## src/rtl/count_sched_pkg.sv

```systemverilog
// count_scheduler shared types: FSM state encoding and default sizes.
// Imported by the scheduler top and its counter datapath.
package count_sched_pkg;

  typedef enum logic [1:0] {
    IDLE = 2'd0,
    LOAD = 2'd1,
    RUN  = 2'd2,
    DONE = 2'd3
  } state_t;

  localparam int DEF_NREQ  = 4;
  localparam int DEF_WIDTH = 4;

endpackage

```

## src/rtl/count_scheduler_counter.sv

```systemverilog
// sched_counter: shared WIDTH-bit up-counter with synchronous clear and enable.
// Clear wins over enable; with neither asserted the value holds.
module sched_counter
  import count_sched_pkg::*;
#(
  parameter int WIDTH = DEF_WIDTH
) (
  input  logic             clock,
  input  logic             clr,
  input  logic             en,
  output logic [WIDTH-1:0] count
);

  logic [WIDTH-1:0] count_q;
  logic [WIDTH-1:0] count_d;

  always_comb begin
    count_d = count_q;
    if (clr) begin
      count_d = '0;
    end else if (en) begin
      count_d = count_q + WIDTH'(1);
    end
  end

  always_ff @(posedge clock) begin
    count_q <= count_d;
  end

  assign count = count_q;

endmodule

```

## src/rtl/count_scheduler.sv

```systemverilog
// count_scheduler: round-robin owner of one shared up-counter.
// Grants, clears, runs to the owner's latched terminal count, pulses done.
module count_scheduler
  import count_sched_pkg::*;
#(
  parameter int NREQ  = DEF_NREQ,
  parameter int WIDTH = DEF_WIDTH
) (
  input  logic                  clock,
  input  logic                  clear_n,
  input  logic [NREQ-1:0]       req,
  input  logic [NREQ*WIDTH-1:0] tc,
  output logic [NREQ-1:0]       grant,
  output logic                  busy,
  output logic [NREQ-1:0]       done,
  output logic [WIDTH-1:0]      count
);

  localparam int IW = (NREQ > 1) ? $clog2(NREQ) : 1;

  state_t           state_q, state_d;
  logic [NREQ-1:0]  grant_q, grant_d;
  logic [NREQ-1:0]  done_q, done_d;
  logic             busy_q, busy_d;
  logic [IW-1:0]    last_q, last_d;
  logic [IW-1:0]    owner_q, owner_d;
  logic [WIDTH-1:0] tc_q, tc_d;

  logic [IW-1:0]    win_idx;
  logic [IW-1:0]    scan_idx;
  logic             win_ok;
  logic             own_req;
  logic             cnt_clr;
  logic             cnt_en;
  logic [WIDTH-1:0] cnt;
  int               j;

  // Scan upward from last+1 so the previous owner is checked last.
  always_comb begin
    win_ok   = 1'b0;
    win_idx  = '0;
    scan_idx = '0;
    j        = 0;
    for (int k = 1; k <= NREQ; k++) begin
      j        = (int'(last_q) + k) % NREQ;
      scan_idx = IW'(j);
      if (!win_ok && req[scan_idx]) begin
        win_ok  = 1'b1;
        win_idx = scan_idx;
      end
    end
  end

  assign own_req = req[owner_q];

  always_comb begin
    state_d = state_q;
    grant_d = grant_q;
    done_d  = '0;
    busy_d  = busy_q;
    last_d  = last_q;
    owner_d = owner_q;
    tc_d    = tc_q;
    cnt_clr = 1'b0;
    cnt_en  = 1'b0;
    unique case (state_q)
      IDLE: begin
        if (win_ok) begin
          state_d          = LOAD;
          grant_d          = '0;
          grant_d[win_idx] = 1'b1;
          busy_d           = 1'b1;
          owner_d          = win_idx;
          tc_d             = tc[int'(win_idx)*WIDTH +: WIDTH];
        end
      end
      LOAD: begin
        if (!own_req) begin
          state_d = IDLE;
          grant_d = '0;
          busy_d  = 1'b0;
          last_d  = owner_q;
        end else begin
          state_d = RUN;
          cnt_clr = 1'b1;
        end
      end
      RUN: begin
        if (!own_req) begin
          state_d = IDLE;
          grant_d = '0;
          busy_d  = 1'b0;
          last_d  = owner_q;
        end else if (cnt == tc_q) begin
          state_d = DONE;
          done_d  = grant_q;
        end else begin
          cnt_en = 1'b1;
        end
      end
      DONE: begin
        state_d = IDLE;
        grant_d = '0;
        busy_d  = 1'b0;
        last_d  = owner_q;
      end
      default: state_d = IDLE;
    endcase
  end

  always_ff @(posedge clock) begin
    if (!clear_n) begin
      state_q <= IDLE;
      grant_q <= '0;
      done_q  <= '0;
      busy_q  <= 1'b0;
      last_q  <= IW'(NREQ - 1);
      owner_q <= '0;
      tc_q    <= '0;
    end else begin
      state_q <= state_d;
      grant_q <= grant_d;
      done_q  <= done_d;
      busy_q  <= busy_d;
      last_q  <= last_d;
      owner_q <= owner_d;
      tc_q    <= tc_d;
    end
  end

  sched_counter #(
    .WIDTH(WIDTH)
  ) u_counter (
    .clock(clock),
    .clr  (cnt_clr | ~clear_n),
    .en   (cnt_en),
    .count(cnt)
  );

  assign grant = grant_q;
  assign done  = done_q;
  assign busy  = busy_q;
  assign count = cnt;

endmodule
```

## config.mk

```make
export PLATFORM = sky130hd
export DESIGN_NAME = count_scheduler
export DESIGN_NICKNAME = d
export VERILOG_FILES = /design/src/rtl/count_sched_pkg.sv /design/src/rtl/count_scheduler_counter.sv /design/src/rtl/count_scheduler.sv
export SDC_FILE = /design/constraint.sdc
export NUM_CORES = 1
export LEC_CHECK = 0
export ABC_AREA = 0
export CAP_MARGIN = 20
export CORE_UTILIZATION = 42
export CTS_CLUSTER_SIZE = 30
export DETAILED_ROUTE_END_ITERATION = 6
export PLACE_DENSITY = 0.74
export RECOVER_POWER = 100
export SLEW_MARGIN = 0
export SYNTH_ARGS = -nofsm -noshare
export SYNTH_HDL_FRONTEND = slang
export SYNTH_SLANG_ARGS = --single-unit
```

## constraint.sdc

```tcl
create_clock -name clock -period 2.1 [get_ports clock]
set_clock_uncertainty 0.2 [all_clocks]
set_input_delay 0.42 -clock clock [delete_from_list [all_inputs] [get_ports clock]]
set_output_delay 0.42 -clock clock [all_outputs]
set_load 0.005 [all_outputs]
```

Yosys cells after proc, flatten, opt, wreduce, memory -nomap -nowiden
Cells that the tools add are included. Widths: inputs -> output; s select.

Register bits: 23. Input bits: 22. Output and inout port bits: 13. Word-level logic and storage cells: 83.

Add/subtract/negate cells: 5. Order comparisons: 7. Eq/ne operators: 7. Shift operators: 1. Muxes and demuxes: 38. Bitwise gates (word level): 2. Reductions and logical operators: 15.

Operator list (count): $lt 2x3->1 const B (6); $mux 2 (9); $mux 1 (17); $shiftx 16x5->4 (1); $pmux 4 s3 (1); $bmux 1 s2 (5); $mux 4 (2); $pmux 2 s4 (1); $reduce_and 2->1 (4); $add 2x1->2 const B (2); $add 2x2->2 const B (2); $add 4x1->4 const B (1); $eq 2x2->1 const B (2); $eq 4x4->1 (1); $logic_and 1x1->1 (4); $ne 2x2->1 const B (2); $pmux 2 s2 (1); $reduce_and 4->1 (1); $logic_not 1->1 (3); $ne 3x3->1 const B (1); $pmux 1 s3 (1); $demux 1 s2 (1); $eq 2x1->1 const B (1); $ge 2x1->1 const B (1); 5 further kinds (5).

Logic depth before layout (Yosys ltp)
Gate-level depths: netlist of run 1.

Depth in word-level cells: 19. Depth in mapped cells: 7. Gate-level depth less buffers: 6.

Modules after synthesis
Synthesis of run 1 repeated with hierarchy kept, for this count alone.

Cell total of the unflattened synthesis: 143. Area, all modules: 1351.3 um^2.

Modules (own cells, without submodules): count_scheduler (times used 1, cells an instance 127, area each 1172.4 um^2, seq. area each 380.4 um^2); sched_counter (times used 1, cells an instance 16, area each 178.9 um^2, seq. area each 80.1 um^2).

Worst setup path before layout of run 1
No wires, ideal clock.

Kind: register to register. Start point: reg last_q[1]. End point: reg tc_q[2]. Setup time: 0.116 ns. Arrival: 1.652 ns. Data required time: 1.784 ns. Path slack: 0.132 ns. Cell stages (with the launch flop): 7. Period minus slack after synthesis: 1.968 ns. Cell sequence: dfxtp_1 -> mux2i_1 -> o22ai_2 -> or2_0 -> clkbuf_2 -> or4_1 -> o211a_1.

Cells in the longest elaborated chain, start to end: 14. Elaborated cells between the ends (all ways): 28. Those cells by class: add/sub (4); shift (1); mux (16); reduce/logical (7).

Ends and longest elaborated chain: from (decl) (RTL line count_scheduler.sv:25) `logic [IW-1:0] last_q, last_d;`; from (signal assigned) (RTL line count_scheduler.sv:117) `last_q <= IW'(NREQ - 1);`; from (signal assigned) (RTL line count_scheduler.sv:125) `last_q <= last_d;`; $add 2x1->2 (RTL line count_scheduler.sv:45) `j = (int'(last_q) + k) % NREQ;`; $bmux 1 s2 (RTL line count_scheduler.sv:47) `if (!win_ok && req[scan_idx]) begin`; $mux 1 (not written as such) (RTL line count_scheduler.sv:47); $mux 1 (RTL line count_scheduler.sv:47); $logic_not 1->1 (RTL line count_scheduler.sv:47); $logic_and 1x1->1 (RTL line count_scheduler.sv:47); $mux 1 (RTL line count_scheduler.sv:47); $logic_not 1->1 (RTL line count_scheduler.sv:47); $logic_and 1x1->1 (RTL line count_scheduler.sv:47); $mux 1 (RTL line count_scheduler.sv:47); $logic_not 1->1 (RTL line count_scheduler.sv:47); $logic_and 1x1->1 (RTL line count_scheduler.sv:47); $mux 2 / $mux 1 (equally long branches) (RTL line count_scheduler.sv:47); $shiftx 16x5->4 / $reduce_and 2->1 (equally long branches); to (signal assigned) (RTL line count_scheduler.sv:127) `tc_q <= tc_d;`; to (decl) (RTL line count_scheduler.sv:27) `logic [WIDTH-1:0] tc_q, tc_d;`.

Parallel ways exist; a longest one is shown, timed or not. The select of a mux whose other input is x is not followed. A chain may end at the register's enable or synchronous reset.

Final worst setup path of run 1
Start point: in req[2]. End point: reg tc_q[2].

Cells in the longest elaborated chain, start to end: 13. Elaborated cells between the ends (all ways): 24. Those cells by class: shift (1); mux (16); reduce/logical (7).

Ends and longest elaborated chain: from (decl) (RTL line count_scheduler.sv:11) `input logic [NREQ-1:0] req,`; $bmux 1 s2 (RTL line count_scheduler.sv:47); $mux 1 (not written as such) (RTL line count_scheduler.sv:47); $mux 1 (RTL line count_scheduler.sv:47); $logic_not 1->1 (RTL line count_scheduler.sv:47); $logic_and 1x1->1 (RTL line count_scheduler.sv:47); $mux 1 (RTL line count_scheduler.sv:47); $logic_not 1->1 (RTL line count_scheduler.sv:47); $logic_and 1x1->1 (RTL line count_scheduler.sv:47); $mux 1 (RTL line count_scheduler.sv:47); $logic_not 1->1 (RTL line count_scheduler.sv:47); $logic_and 1x1->1 (RTL line count_scheduler.sv:47); $mux 2 / $mux 1 (equally long branches) (RTL line count_scheduler.sv:47); $shiftx 16x5->4 / $reduce_and 2->1 (equally long branches).

Parallel ways exist; a longest one is shown, timed or not. The select of a mux whose other input is x is not followed.

==> results.toml, run 1 <==
[clocking]
clock_tree_from_tritoncts = "done"
cts_hold_buf = 0
clk_latency_ns = 0.31
maximum_level_of_the_cts_h_tree = 1
post_cts_setup_repair_bufs = 0
cts.root.buffer_cell = "sky130_fd_sc_hd__clkbuf_4"
cts-root-to-sink-buffers = 2
cts_buffers = 3
clock_edge_transition_at_the_registers_on_the_reported_setup_and_hold_paths_ns = 0.12
tritoncts_num_sinks = 23

[timing]
worst_slack_ns = 0.104
worstMarginPinSlew_ns = 0.333
maxClockFrequency_ghz = 0.501
period_share_pct = 95.1
fin_setup_tns_ns = 0
maxSlewHeadroom_pct = 77.7
unrepaired_setup_endpoints_after_global_routing = "no"
timing.final.setup_violations = 0
timing_hold_violations_final = 0
holdWs_ns = 0.270
timing_max_transition_violations_final = 0
final.min_clock_period_ns = 2.00

[synthesis]
synth_simple_gate_area_share_pct = 22.0
synth.net_count = 168
yosys.area.top_type = "sky130_fd_sc_hd__dfxtp_1"
synth-xor-area-share_pct = 4.90
synth.avg_cell_area_um2 = 8.86
main_combinational_cell_family_by_area_after_synthesis = "compound AO/OA/AOI/OAI gates"
post_synth_inst_count = 141
synth-adder-area-share_pct = 5.01
post_synth_main_area_contributors = "sky130_fd_sc_hd__dfxtp_1 37%, sky130_fd_sc_hd__nand2_1 6.3%, sky130_fd_sc_hd__ha_1 5.0%"
ys_seq_area_share_pct = 36.8
synth.area.mux_share_pct = 6.11
synthDominantCellAreaShare_pct = 36.8
synthesis.yosys.warnings = 0
synth_compound_area_share_pct = 22.6
synth_cell_types = 37
netlist_area_um2 = 1250
synth.ff_latch_count = 23

[flow_run]
timing.max_cap.violations = 0

[floorplanning]
die_w_um = 56.6
ioPinCount = 35
initial_utilization_pct = 44.9
rows = 19
core-area_um2 = 2780
die-height_um = 56.6
die-area_um2 = 3200

[grt]
grt_antenna_before_repair = 0
first_global_vias = 1240
grt_max_degree = 13
grt_first_pass_wirelength_um = 5220
grtUsageTotal_pct = 20.8
global_route.overflow_total = 0

[setup_path]
largest_fanout_on_the_critical_path = 4
ff2ff_setup_slack_ns = 0.15
worst_setup_path_endpoint = "tc_q[2]"
timing.critical_path.arrival_ns = 2.02
critical_path.startpoint_type = "input port"
worst_ep_required_time_ns = 2.12
timing.critical_path.to_type = "flop"
timing.rr.end = "tc_q[2]"
rr_worst_depth = 5
startpoint = "req[2]"
critical_path_class = "input port to flop"
worst_r2r_startpoint = "last_q[1]"

[layout]
design.final.nets = 221
post_route_cells_drive_above_1_share_pct = 15.5
multi_input_area_um2 = 766
num-fill-cells = 253
antenna_cells_inserted = 0
area.growth.synth_to_final_pct = 41.6
layout.area.seq_um2 = 460
final_design_area_no_fill_um2 = 1770

[routing]
via_count = 1207
wl_per_cell_um = 13.4
wire_length_reported_by_the_detailed_router_um = 2990
post_drt_via_cell_ratio = 5.39
dr.pass1.iters = 4
route.antenna.remaining_nets = 0
detail_route.drc_violations = 0
first_iter_violations = 27

[power_and_ir_drop]
internal_power_uw = 736
power.clock.fraction_pct = 19.5
irDropWorstVdd_uv = 421
comb_power_share_pct = 33.3
power_per_cell_area_nw_per_um2 = 602
power_switching_uw = 329
power.leakage_nw = 0.796
seqPwrFrac_pct = 47.2
p_sw_share_pct = 30.9

[status]
outcome = "finished clean"

[min_path]
min_path_type = "flop to flop"

[placement]
finalWeightedCongestion = 0.817
worst_slack_placed_ns = -0.386
dp_hpwl_um = 2480
area_post_placement_um2 = 1750
numPortBuffers = 34
sequential cells by signal, indices dropped and copies added (netlist names):
signal           cells
u_counter.count      4
state_q              2
done                 4
last_q               2
busy                 1
tc_q                 4
grant                4
owner_q              2
worst min path at each step:
stage / startpoint / to / slack (ns) / cells after the start
after floorplan: state_q[1] / state_q[1] / 0.25 / 2
after global placement: busy / busy / 0.26 / 2
after detailed placement: busy / busy / 0.27 / 2
after CTS: busy / busy / 0.28 / 2
after global routing: grant[3] / grant[3] / 0.30 / 2
final: busy / busy / 0.27 / 2
critical path, cell delays in order:
cell and delay (ns):
sky130_fd_sc_hd__clkdlybuf4s50_1 0.53, sky130_fd_sc_hd__buf_4 0.13, sky130_fd_sc_hd__a21oi_2 0.03, sky130_fd_sc_hd__or2_0 0.24
sky130_fd_sc_hd__or4_1 0.52, sky130_fd_sc_hd__o211a_1 0.14
logic make-up (layout without fill, tap and decap cells):
logic type                 count (synthesis)  count (layout)
DFF                                       23              23
muxes                                      6               6
AOI/OAI and AO/OA                         36              36
xor gates and xnor gates                   7               7
buffers and inverters                      8              60
and+or+nand+nor                           56              56
adders and majority gates                  5               5
layout make-up:
type | instances | share of cell area, %
inverters | 4 | 0.848
clock buffers | 4 | 1.48
repair buffers | 52 | 26.2
multi-input cells | 110 | 43.3
well taps | 31 | 2.19
flip-flops and latches | 23 | 26.0
power groups by stage:
stage,Clock [mW],Sequential (mW),Combinational (mW)
finish,0.208,0.503,0.354
floorplan,0,0.507,0.198
detailed placement,0,0.513,0.360
global placement,0,0.512,0.347
global route,0.236,0.510,0.391
CTS,0.212,0.504,0.362
placed cells by master, fill, tap and decap left out, drive strengths merged, types with 4 or more instances in the layout:
cell type       n
inv             4
a21boi          6
o211a           5
nor2            9
buf            15
nand4           4
xor2            4
a21oi           5
dfxtp          23
clkbuf          7
ha              5
nand2          21
nor3b           4
o21a            4
and2            5
dlygate4sd3    13
clkdlybuf4s50  18
metal layers:
layer / vias to the layer above / GRT usage (%) / share of wire, %
met5: - / 0 / 0
met2: 34 / 37.6 / 52
met4: 0 / 7.32 / 1.2
met1: 557 / 24.7 / 43
met3: 5 / 3.00 / 3.9
li1: 611 / - / -
synth_stat cells, drive strengths merged:
cell type	count
nand4	4
mux4	1
a21bo	1
clkbuf	4
o21a	4
nand2b	2
o211a	5
o22ai	1
xor2	4
ha	5
o211ai	2
a22oi	1
nor3	2
nor4	2
inv	4
a211o	3
or2	1
nor2	9
a21oi	5
o32a	1
nor3b	4
a22o	1
nand3	3
a31oi	2
xnor2	3
nor2b	2
o21ai	3
or4	1
and2	5
nand2	21
mux2i	2
mux2	3
a21o	1
dfxtp	23
a21boi	6
per-stage QoR:
step	std cells	power [mW]	util (%)
after detailed placement	220	0.873	62.8
after global placement	220	0.859	62.8
after CTS	224	1.08	63.9
final	224	1.07	63.7
after global routing	224	1.14	63.7
after floorplan	141	0.705	-
timing repair:
action                     CTS  global route
resized for setup            4             1
pin swaps                    1             0
setup endpoints to repair    4             2
No activity file was read; power rests on OpenSTA's default activity.
==> inputs of run 2 (changes only) <==
--- a/config.mk
+++ b/config.mk
@@ -7,10 +7,13 @@
 export LEC_CHECK = 0
 export ABC_AREA = 0
 export CAP_MARGIN = 20
-export CORE_UTILIZATION = 42
+export CORE_MARGIN = 3
+export CORE_UTILIZATION = 44
+export CTS_BUF_LIST = sky130_fd_sc_hd__clkbuf_8
 export CTS_CLUSTER_SIZE = 30
 export DETAILED_ROUTE_END_ITERATION = 6
-export PLACE_DENSITY = 0.74
+export GPL_TIMING_DRIVEN = 0
+export PLACE_DENSITY = 0.77
 export RECOVER_POWER = 100
 export SLEW_MARGIN = 0
 export SYNTH_ARGS = -nofsm -noshare
==> run 2 against run 1 <==
Net effect:
- global-route usage decreased by 2.7 points
- power grew 5.6%
- first-iteration DRC count down 3.7%
- register-to-register slack got worse by 0.13 ns
- sequential share of layout area rose by 0.59 points
- maximum frequency down 4.0%
- via count shrank 2.5%
- design area shrank 1.4%
- clock power up 34%
- non-clock buffer count shrank 9
==> results.toml, run 2 (synthesis gave the netlist of run 1 again) <==
[setup_path]
cp_cell_sequence = "mux2i_2 > o22ai_2 > or2_0 > buf_4 > or4_4 > o211a_1"
critical-path-max-stage-delay_ns = 0.50
largest_fanout_on_the_critical_path = 5
critical_path_class = "flop to flop"
path_buf_inv = 1
rr_worst_depth = 6
ff2ff_setup_slack_ns = 0.02
critical_path.top_delay_family = "simple AND/OR/NAND/NOR gates"
worst_ep_required_time_ns = 2.07
critical_path.startpoint_type = "flop"
cp_slowest_cell = "sky130_fd_sc_hd__or4_4"
timing.critical_path.arrival_ns = 2.05
worst_r2r_startpoint = "last_q[1]"
timing.rr.end = "tc_q[2]"
timing.critical_path.to_type = "flop"

[flow_run]
timing.max_cap.violations = 0

[routing]
wl_per_cell_um = 14.2
first_iter_violations = 26
detail_route.drc_violations = 0
route.antenna.remaining_nets = 0
wire_length_reported_by_the_detailed_router_um = 3050
dr.pass1.iters = 4
via_count = 1177
post_drt_via_cell_ratio = 5.50

[timing]
unrepaired_setup_endpoints_after_global_routing = "yes"
worstMarginPinSlew_ns = 0.671
timing_hold_violations_final = 0
timing.final.setup_violations = 0
final.min_clock_period_ns = 2.08
maxSlewHeadroom_pct = 54.9
timing_max_transition_violations_final = 0
maxClockFrequency_ghz = 0.481
period_share_pct = 99.0

[power_and_ir_drop]
irDropWorstVdd_uv = 477
power.leakage_nw = 0.755
finalPower_mw = 1.13
power_per_cell_area_nw_per_um2 = 645

[layout]
antenna_cells_inserted = 0
layout.area.seq_um2 = 464
layout.cells.non_filler = 214
design.final.nets = 212
multi_input_area_um2 = 798
most-common-layout-cells = "22 x sky130_fd_sc_hd__dfxtp_1, 21 x sky130_fd_sc_hd__nand2_1, 18 x sky130_fd_sc_hd__clkdlybuf4s50_1"
leading_cell_type_in_the_layout_fill_and_taps_excluded = "sky130_fd_sc_hd__dfxtp_1"
area.growth.synth_to_final_pct = 39.6
final_util_pct = 67.4
post_route_cells_drive_above_1_share_pct = 16.8
num-fill-cells = 217

[placement]
finalWeightedCongestion = 0.811
numPortBuffers = 33
place_inst = 204
dp_hpwl_um = 2350

[status]
outcome = "finished clean"

[min_path]
min_from = "grant[3]"
holdPathStages = 2
min_delay_worst_endpoint = "grant[3]"
min_path_type = "flop to flop"

[floorplanning]
ioPinCount = 35
initial_utilization_pct = 48.3
die-area_um2 = 3520
die-height_um = 59.3
core-area_um2 = 2590
die_w_um = 59.3
rows = 18

[clocking]
cts_buffers = 3
cts-root-to-sink-buffers = 2
clock_tree_from_tritoncts = "done"
cts.root.buffer_cell = "sky130_fd_sc_hd__clkbuf_8"
clk_latency_ns = 0.27
clock_edge_transition_at_the_registers_on_the_reported_setup_and_hold_paths_ns = 0.09
maximum_level_of_the_cts_h_tree = 1
tritoncts_num_sinks = 23

[grt]
grt_antenna_before_repair = 0
first_global_vias = 1132
grtUsageTotal_pct = 18.1
grt_first_pass_wirelength_um = 4860
global_route.overflow_total = 0
grt_max_degree = 14
[run 2: cell count changes in the layout (fill, tap and decap cells not counted), moves of 2 or more]
cell | previous run | this run
sky130_fd_sc_hd__buf_4 | 15 | 7
sky130_fd_sc_hd__clkbuf_4 | 4 | 0
sky130_fd_sc_hd__clkbuf_8 | 0 | 3
sky130_fd_sc_hd__dlygate4sd2_1 | 3 | 1
sky130_fd_sc_hd__dlygate4sd3_1 | 13 | 11
[run 2: power breakdown]
group          switching [mW]  internal (mW)
Sequential             0.0310          0.474
Combinational           0.166          0.175
Clock                   0.146          0.133
[run 2: how the worst max path moves through the flow]
stage          depth (start not counted)  endpoint      start
4_1_cts                                7   tc_q[2]     req[1]
2_1_floorplan                          6   tc_q[2]  last_q[1]
6_report                               6   tc_q[2]  last_q[1]
3_3_place_gp                           6   tc_q[2]     req[3]
3_5_place_dp                           6   tc_q[2]     req[3]
5_1_grt                                6   tc_q[2]  last_q[1]
[run 2: worst reg2reg max path: cells and delay by family (launching register included)]
family,cells,cell delay (ns)
simple gates,2,0.75
flops,1,0.38
compound gates,2,0.27
mux,1,0.23
buf+inv,1,0.15
[run 2: area by class of cell]
cell class	count	area share, %
plain buffers	4	1.08
clock buffers	3	2.37
clock inverters	1	0.287
inverters	4	0.860
multi-input cells	110	45.7
flip-flops and latches	23	26.6
well taps	30	2.15
repair buffers	39	20.9
[run 2: per-layer routing]
metal  GRT usage (%)  part of all wire, %  vias to the layer above
met5               0                    0                        -
met4            5.83                  1.1                        0
met3            2.83                  5.2                        4
met2            33.1                   54                       32
met1            21.1                   40                      551
li1                -                    -                      590
[run 2: what timing repair did]
item / CTS / global route
gates resized for setup: 13 / 13
setup buffers: 4 / 2
hold buffers: 0 / 0
endpoints found under the setup margin: 14 / 5
pin swaps: 1 / 2
hold endpoints to repair: 0 / 0
[run 2: stage by stage]
stage | setup WS [ns] | hold slack [ns] | setup TNS, ns | cell area (um^2)
floorplan | 0.132 | 0.255 | 0 | 1250
CTS | 0.0184 | 0.280 | 0 | 1720
global route | -0.0454 | 0.298 | -0.0664 | 1750
finish | 0.0208 | 0.270 | 0 | 1750
global placement | -0.648 | 0.257 | -8.42 | 1620
detailed placement | -0.680 | 0.270 | -9.04 | 1620
==> inputs of run 3 (changes only) <==
--- a/config.mk
+++ b/config.mk
@@ -8,12 +8,11 @@
 export ABC_AREA = 0
 export CAP_MARGIN = 20
 export CORE_MARGIN = 3
-export CORE_UTILIZATION = 44
+export CORE_UTILIZATION = 25
 export CTS_BUF_LIST = sky130_fd_sc_hd__clkbuf_8
 export CTS_CLUSTER_SIZE = 30
 export DETAILED_ROUTE_END_ITERATION = 6
 export GPL_TIMING_DRIVEN = 0
-export PLACE_DENSITY = 0.77
 export RECOVER_POWER = 100
 export SLEW_MARGIN = 0
 export SYNTH_ARGS = -nofsm -noshare
==> constraint.sdc (replaced) <==
create_clock -name clock -period 2.5 [get_ports clock]
set_clock_uncertainty 0.2 [all_clocks]
set_input_delay 0.5 -clock clock [delete_from_list [all_inputs] [get_ports clock]]
set_output_delay 0.5 -clock clock [all_outputs]
set_load 0.005 [all_outputs]
==> run 3 against run 2 <==
Net effect:
- design area decreased by 1.1%
- register-to-register slack improved by 0.34 ns
- combinational power is 26% lower
- die area increased by 67%
- sequential power fell by 17%
- clock power is 21% lower
- critical path depth unchanged
- final cell count is 14% higher
- worst setup slack better by 0.19 ns
- critical path type is now input port to flop
- largest cell class unchanged
- highest routed layer unchanged
==> results.toml, run 3 (synthesis gave the netlist of run 1 again) <==
[layout]
final_design_area_no_fill_um2 = 1730
design.final.nets = 206
num-fill-cells = 515
post_route_cells_drive_above_1_share_pct = 8.99
multi_input_area_um2 = 767
layout.area.seq_um2 = 460
area.growth.synth_to_final_pct = 38.0
antenna_cells_inserted = 0
most-common-layout-cells = "23 x sky130_fd_sc_hd__dfxtp_1, 21 x sky130_fd_sc_hd__nand2_1, 17 x sky130_fd_sc_hd__clkdlybuf4s50_1"
leading_cell_type_in_the_layout_fill_and_taps_excluded = "sky130_fd_sc_hd__dfxtp_1"

[floorplanning]
rows = 25
initial_utilization_pct = 26.1
ioPinCount = 35
die_w_um = 76.7
die-height_um = 76.7
core-area_um2 = 4790
die-area_um2 = 5880

[routing]
wire_length_reported_by_the_detailed_router_um = 2850
wl_per_cell_um = 11.6
post_drt_via_cell_ratio = 4.54
wl_met2_um = 1320
dr.pass1.iters = 4
route.antenna.remaining_nets = 0
detail_route.drc_violations = 0
first_iter_violations = 45
top_signal_layer_used = "met4"
via_count = 1113
met1Wirelength_um = 1370
wl_met3_um = 127

[min_path]
min_delay_worst_endpoint = "grant[3]"
min_from = "grant[3]"
min_path_type = "flop to flop"
holdPathStages = 2

[setup_path]
critical_path.top_delay_family = "simple AND/OR/NAND/NOR gates"
path_buf_inv = 1
largest_fanout_on_the_critical_path = 7
cp_cell_sequence = "clkdlybuf4s50_1 > nor4_2 > nor2b_1 > o21ai_0 > a31oi_1 > o211a_1"
rr_worst_depth = 6
critical-path-max-stage-delay_ns = 0.61
worst_ep_required_time_ns = 2.46
cp_slowest_cell = "sky130_fd_sc_hd__nor4_2"
timing.rr.end = "tc_q[2]"
critical_path_class = "input port to flop"
timing.critical_path.arrival_ns = 2.25
ff2ff_setup_slack_ns = 0.36
timing.critical_path.to_type = "flop"
critical_path.startpoint_type = "input port"
worst_r2r_startpoint = "last_q[1]"

[timing]
final.min_clock_period_ns = 2.29
worst_slack_ns = 0.212
timing_hold_violations_final = 0
timing_max_transition_violations_final = 0
period_share_pct = 91.5
timing.final.setup_violations = 0
worstMarginPinSlew_ns = 0.672
maxSlewHeadroom_pct = 54.8
holdWs_ns = 0.272
unrepaired_setup_endpoints_after_global_routing = "no"
maxClockFrequency_ghz = 0.437
fin_setup_tns_ns = 0

[power_and_ir_drop]
power.clock.fraction_pct = 24.6
power.leakage_nw = 0.752
power_per_cell_area_nw_per_um2 = 517
p_sw_share_pct = 29.2
irDropWorstVdd_uv = 229
seqPwrFrac_pct = 47.2
comb_power_share_pct = 28.2
power_switching_uw = 261
finalPower_uw = 892
internal_power_uw = 632

[grt]
grt_first_pass_wirelength_um = 5070
first_global_vias = 1121
grt_antenna_before_repair = 0
global_route.overflow_total = 0
grtUsageTotal_pct = 10.3
grt_max_degree = 13

[clocking]
cts-root-to-sink-buffers = 2
cts.root.buffer_cell = "sky130_fd_sc_hd__clkbuf_8"
clk_latency_ns = 0.26
maximum_level_of_the_cts_h_tree = 1
cts_buffers = 3
clock_tree_from_tritoncts = "done"
clock_edge_transition_at_the_registers_on_the_reported_setup_and_hold_paths_ns = 0.08
tritoncts_num_sinks = 23
cts_hold_buf = 0
post_cts_setup_repair_bufs = 0

[flow_run]
timing.max_cap.violations = 0

[placement]
numPortBuffers = 33
worst_slack_placed_ns = -0.408
area_post_placement_um2 = 1660
finalWeightedCongestion = 0.771
dp_hpwl_um = 2330

[status]
outcome = "finished clean"
-- run 3: worst max path at each step --
stage	startpoint	endpoint	slack, ns	cells after the start
after CTS	req[0]	tc_q[2]	0.04	7
after detailed placement	req[3]	tc_q[2]	-0.41	6
final	req[2]	tc_q[2]	0.21	6
after floorplan	req[3]	tc_q[2]	0.47	6
after global routing	req[2]	grant[3]	0.09	5
after global placement	req[3]	tc_q[2]	-0.34	6
-- run 3: worst reg2reg max path: stages, from the launching register on --
cell and delay, ns:
sky130_fd_sc_hd__dfxtp_1 0.41, sky130_fd_sc_hd__mux2i_1 0.25, sky130_fd_sc_hd__o22ai_2 0.16, sky130_fd_sc_hd__or2_0 0.22, sky130_fd_sc_hd__clkbuf_2 0.16, sky130_fd_sc_hd__or4_1 0.52, sky130_fd_sc_hd__o211a_1 0.14
-- run 3: stage by stage --
step / std cells / utilization [%]
CTS: 245 / 35.9
finish: 245 / 36.1
floorplan: 141 / -
global placement: 241 / 34.8
global route: 245 / 36.1
detailed placement: 241 / 34.8
-- run 3: repair_timing --
action / in CTS / in global routing
gates resized for setup: 2 / 3
endpoints found under the setup margin: 5 / 1
cloned: 0 / 0
-- run 3: power by group through the flow --
| stage | registers, mW | logic [mW] | clock network [mW] |
|---|---|---|---|
| 6_report | 0.421 | 0.251 | 0.219 |
| 5_1_grt | 0.427 | 0.285 | 0.248 |
| 4_1_cts | 0.422 | 0.257 | 0.231 |
| 3_5_place_dp | 0.431 | 0.255 | 0 |
| 3_3_place_gp | 0.431 | 0.252 | 0 |
| 2_1_floorplan | 0.426 | 0.166 | 0 |
-- run 3: cell type report --
class | instances | area share (%)
Buffer | 4 | 0.943
Clock buffer | 3 | 2.39
Clock inverter | 1 | 0.218
Inverter | 4 | 0.870
Multi-Input combinational cell | 110 | 44.5
Sequential cell | 23 | 26.7
Tap cell | 67 | 4.86
Timing Repair Buffer | 33 | 19.6
-- run 3: routing by layer --
layer,vias up,global-route usage [%]
li1,583,-
met1,499,13.4
met2,27,16.6
met3,4,2.58
met4,0,3.26
met5,-,0
